**config.mk**
```make
export PLATFORM = sky130hd
export DESIGN_NAME = cache_req_queue
export DESIGN_NICKNAME = d
export VERILOG_FILES = /design/src/rtl/lib_pkg.sv /design/src/rtl/cache_req_queue_stats.sv /design/src/rtl/cache_req_queue.sv
export SDC_FILE = /design/constraint.sdc
export NUM_CORES = 1
export LEC_CHECK = 0
export CORE_ASPECT_RATIO = 0.5
export CORE_MARGIN = 2
export CORE_UTILIZATION = 46
export CTS_BUF_LIST = sky130_fd_sc_hd__clkbuf_16
export CTS_CLUSTER_DIAMETER = 30
export DETAILED_ROUTE_END_ITERATION = 8
export PLACE_DENSITY = 0.69
export SLEW_MARGIN = 20
export SYNTH_ARGS = -nofsm -noshare
export SYNTH_HDL_FRONTEND = slang
export SYNTH_HIERARCHICAL = 1
export SYNTH_SLANG_ARGS = --single-unit
export TNS_END_PERCENT = 10
```
**constraint.sdc**
```tcl
create_clock -name clk -period 6.7 [get_ports clk]
set_input_delay 1.005 -clock clk [delete_from_list [all_inputs] [get_ports clk]]
set_output_delay 1.005 -clock clk [all_outputs]
set_load 0.02 [all_outputs]
```
**src/rtl/lib_pkg.sv**
```systemverilog
// Shared cache packet definitions used by the request queue and the cache controller.
package lib;

  localparam int CACHE_AW = 30;
  localparam int CACHE_DW = 32;

  typedef struct packed {
    logic                valid;
    logic [CACHE_AW-1:0] addr;
    logic                we;
    logic [CACHE_DW-1:0] wdat;
  } cache_pkt;

  // Stored queue entry: cache_pkt without valid, which comes from the pointers.
  typedef struct packed {
    logic [CACHE_AW-1:0] addr;
    logic                we;
    logic [CACHE_DW-1:0] wdat;
  } cache_ent_t;

endpackage

```
**src/rtl/cache_req_queue_stats.sv**
```systemverilog
// Occupancy statistics for cache_req_queue; instantiated only under CACHE_REQ_STATS_EN.
module cache_req_stats #(
  parameter int CW = 3
) (
  input  logic          clk,
  input  logic          rst_n,
  input  logic          stat_clr,
  input  logic          req_valid,
  input  logic          req_ready,
  input  logic [CW-1:0] count_next,
  output logic [31:0]   stat_full_cycles,
  output logic [CW-1:0] stat_hwm
);

  logic [31:0]   full_q, full_d;
  logic [CW-1:0] hwm_q, hwm_d;

  always_comb begin
    full_d = full_q;
    hwm_d  = hwm_q;
    if (stat_clr) begin
      full_d = '0;
      hwm_d  = '0;
    end else begin
      if (req_valid && !req_ready && (full_q != 32'hFFFF_FFFF)) full_d = full_q + 32'd1;
      if (count_next > hwm_q) hwm_d = count_next;
    end
  end

  always_ff @(posedge clk) begin
    if (!rst_n) begin
      full_q <= '0;
      hwm_q  <= '0;
    end else begin
      full_q <= full_d;
      hwm_q  <= hwm_d;
    end
  end

  assign stat_full_cycles = full_q;
  assign stat_hwm         = hwm_q;

endmodule

```
**src/rtl/cache_req_queue.sv**
```systemverilog
// In-order LSU-to-cache-controller request FIFO, first-word-fall-through, with flush.
// Optional CACHE_REQ_STATS_EN adds stall-cycle and high-water-mark statistics.
module cache_req_queue
  import lib::*;
#(
  parameter int DEPTH = 4,
  parameter int AW    = CACHE_AW,
  parameter int DW    = CACHE_DW
) (
  input  logic                     clk,
  input  logic                     rst_n,
  input  logic                     flush,
  input  logic                     req_valid,
  output logic                     req_ready,
  input  logic [AW-1:0]            req_addr,
  input  logic                     req_we,
  input  logic [DW-1:0]            req_wdat,
  output logic                     cc_valid,
  input  logic                     cc_ready,
  output logic [AW-1:0]            cc_addr,
  output logic                     cc_we,
  output logic [DW-1:0]            cc_wdat,
`ifdef CACHE_REQ_STATS_EN
  input  logic                     stat_clr,
  output logic [31:0]              stat_full_cycles,
  output logic [$clog2(DEPTH):0]   stat_hwm,
`endif
  output logic [$clog2(DEPTH):0]   count
);

  localparam int PW = $clog2(DEPTH) + 1;
  localparam int IW = PW - 1;

  cache_ent_t    mem_q [DEPTH];
  cache_ent_t    wr_ent, head;
  logic [PW-1:0] rd_ptr_q, rd_ptr_d, wr_ptr_q, wr_ptr_d, count_q, count_d;
  logic          enq, deq;

  // Flow control is a function of registered occupancy only.
  assign req_ready = (count_q != PW'(DEPTH));
  assign cc_valid  = (count_q != '0);
  assign enq       = req_valid & req_ready;
  assign deq       = cc_valid & cc_ready;

  always_comb begin
    rd_ptr_d = rd_ptr_q;
    wr_ptr_d = wr_ptr_q;
    count_d  = count_q;
    if (flush) begin
      rd_ptr_d = '0;
      wr_ptr_d = '0;
      count_d  = '0;
    end else begin
      if (enq) wr_ptr_d = wr_ptr_q + PW'(1);
      if (deq) rd_ptr_d = rd_ptr_q + PW'(1);
      count_d = count_q + PW'(enq) - PW'(deq);
    end
  end

  always_ff @(posedge clk) begin
    if (!rst_n) begin
      rd_ptr_q <= '0;
      wr_ptr_q <= '0;
      count_q  <= '0;
    end else begin
      rd_ptr_q <= rd_ptr_d;
      wr_ptr_q <= wr_ptr_d;
      count_q  <= count_d;
    end
  end

  always_comb begin
    wr_ent      = '0;
    wr_ent.addr = req_addr;
    wr_ent.we   = req_we;
    wr_ent.wdat = req_wdat;
  end

  // Storage is not reset; a flushed enq never lands.
  always_ff @(posedge clk) begin
    if (enq && !flush) mem_q[wr_ptr_q[IW-1:0]] <= wr_ent;
  end

  assign head    = mem_q[rd_ptr_q[IW-1:0]];
  assign cc_addr = head.addr;
  assign cc_we   = head.we;
  assign cc_wdat = head.wdat;
  assign count   = count_q;

`ifdef CACHE_REQ_STATS_EN
  logic [PW-1:0] count_next;
  assign count_next = rst_n ? count_d : '0;

  cache_req_stats #(.CW(PW)) u_stats (
    .clk              (clk),
    .rst_n            (rst_n),
    .stat_clr         (stat_clr),
    .req_valid        (req_valid),
    .req_ready        (req_ready),
    .count_next       (count_next),
    .stat_full_cycles (stat_full_cycles),
    .stat_hwm         (stat_hwm)
  );
`endif

endmodule

```
==> metrics <==
Hold WS=~520 ps; Post-CTS Setup Inserts=0; DR WL/cell=around 20 microns; final cell count without fillers=838; Clock Skew=15.45 ps; vias=between 4000 and 5000; CP startpoint kind=flip-flop; Final Hold Fails=0; Synth-to-Final Area Change=29.31%; R2R Setup Slk=roughly 4000 ps; Synthesized Nets=about 460; Cell Area, Placed=approximately 0.011 sq mm; WP data required=about 5700 ps; Diodes inserted=0; clock buffer count from CTS=34; Distinct cells, synth=25; CP arrival=between 3000 and 4000 ps; Filler cells=~1500; CP endpoint kind=primary output; Routed WL=16.79 mm; Seq cells post-synth=about 260; worst hold start=wr_ptr_q[0]$_SDFFE_PP0P_; Rows=37; share of the synthesized area in the top cell type=about four fifths; Synth Instances=380; nets@finish=between 600 and 700; Overflow after GRT=0; hpwl dp=around 9.3 mm; initial antenna violation count=1; largest family of logic cells by synthesized area=multiplexers; mux share of post-synthesis cell area=about 15%; Slew HR=between 30 and 40%; commonest non-fill, non-tap cell in the layout=edfxtp_1; CTS hold repair buffers=0; full die area=~0.022 sq mm; FMAX=about 0.24 GHz; Post-DRT Antenna Nets=0; synth top area cells=edfxtp_1 (79%), mux4_2 (14%), dfxtp_1 (1.9%); Adder-Cell Fraction of Synth Area=less than 1%; Placed Instances=just under 800; Max-Cap Viols=0; clk_lat worst skew=a little under 500 ps; post-layout min period=roughly 4200 ps; synthesized area=0.009629 sq mm; core area=between 0.02 and 0.025 sq mm; Hold EP=wr_ptr_q[0]$_SDFFE_PP0P_; crit path max fanout=47; Final Cycle Share=62.08%; clock transition at the registers of the reported paths=about 50 ps; Setup Crit Path Kind=flip-flop to primary output; worst vdd ir=roughly 0.22 mV; gpl congestion=around 0.7; synth warn=6; Power Total=just under 4 mW; global-route wire length before repair=between 20 and 30 mm; clock buffer depth=3; Via density=around 5.1; sequential cell area fraction in the yosys report=approximately four fifths; Die Wd=approximately 210 microns; Finished Cell Area=between 0.01 and 0.015 sq mm; TritonRoute pass-1 iters=6; Chip Height=between 100 and 150 microns; CTS Sinks=roughly 260; CTS H-tree lvls=2; GR Util All Layers=15.64%; reg-to-reg critical path startpoint=count[1]$_SDFF_PP0_; RSZ-0062 raised after global routing=no; final slew viol count=0; Setup-failing EPs final=0; worst reg2reg path depth=5; Post-CTS Resized=0; Initial Util=between 40% and 50%; Synth Area in Simple Gates=1.014%; Clk Tree Root Cell=clkbuf_16; TritonCTS clock tree=done; Fin Setup TNS=0 ps; vias in the first global route=approximately 4700; I/O Buffers=between 100 and 150; post-synthesis compound-gate area fraction=less than 1%; Hold Path Stages=2; Worst-Margin Slew=1000 ps; share of layout cells above drive strength 1=22.48%; Synth area leader=edfxtp_1; largest net degree at the start of global routing=64; Worst Hold Class=flip-flop to flip-flop; post-synthesis xor/xnor area fraction=less than 1%; average size of a mapped cell=~25 sq um; status=complete, no violations; leakage=roughly 4 nW; DRC errors left=0; Iteration-0 DRC Markers=between 200 and 250; P per Cell Area=about 320 mW/mm^2; most frequent cells in the layout=edfxtp_1 (252), clkdlybuf4s50_1 (135), mux4_2 (60); # IOs=136; r2r endpoint=mem_q[2][15]$_DFFE_PP_
## flip-flops by register name (all words and copies together), names as in the netlist, named ones only
register	cells
mem_q	252
wr_ptr_q	2
count	3
rd_ptr_q	2
## metrics by stage
step / utilization [%] / worst slack (ps)
after floorplan: - / 359.5
after global placement: 54.58 / 2964
after detailed placement: 54.58 / 2931
after CTS: 60.58 / 2415
after global routing: 60.58 / 2285
final: 60.58 / 2541
## final cells by class
type	instances	area [sq um]	share of cell area, %
clock inverters	25	357.8	2.874
well taps	273	341.6	2.743
repair buffers	140	1389	11.15
clock buffers	35	875.8	7.034
inverters	7	26.28	0.2110
flip-flops and latches	261	7755	62.28
multi-input cells	97	1707	13.71
## routing by layer
| metal | wire (microns) | track usage [%] | up-vias |
|---|---|---|---|
| li1 | - | - | 1958 |
| met1 | 7270 | 20.81 | 2220 |
| met2 | 8329 | 25.80 | 98 |
| met3 | 867 | 4.225 | 33 |
| met4 | 323 | 4.439 | 0 |
| met5 | 0 | 0 | - |
## worst max-delay path, cell delays in order (launching register included)
cell,delay [ps]
dfxtp_4,980
buf_4,470
mux4_1,620
clkdlybuf4s50_1,560
## cells in the mapped netlist (all sizes together)
cell type  count
xnor2          1
dfxtp          9
edfxtp       252
fa             1
or3            1
nor2           6
a21oi          2
nor3b          5
xor2           2
nand3          2
nand2b         1
clkbuf         2
buf           13
nor3           1
o21ai          2
o311ai         1
and2           1
mux4          63
ha             6
o31a           1
inv            7
nand2          1
## power by group
group          total, mW  internal (mW)  leakage (nW)  switching, mW
logic              0.216          0.117          1.01         0.0997
clock network       1.92           1.24         0.592          0.683
registers           1.84           1.82          2.36         0.0144
## logic make-up after synthesis
family / after synthesis
simple gates: 18
flops: 261
buf+inv: 22
xor+xnor: 3
mux: 63
compound gates: 6
fa+ha+maj: 7
## worst max path at each step
stage	from	to	depth (start not counted)
finish	flip-flop	cc_addr[25]	3
global route	flip-flop	cc_addr[25]	3
CTS	flip-flop	cc_addr[25]	3
detailed placement	flip-flop	cc_addr[25]	3
global placement	flip-flop	cc_addr[25]	3
floorplan	req_valid	mem_q[1][0]$_DFFE_PP_	2
(Power assumes the default switching activity.)
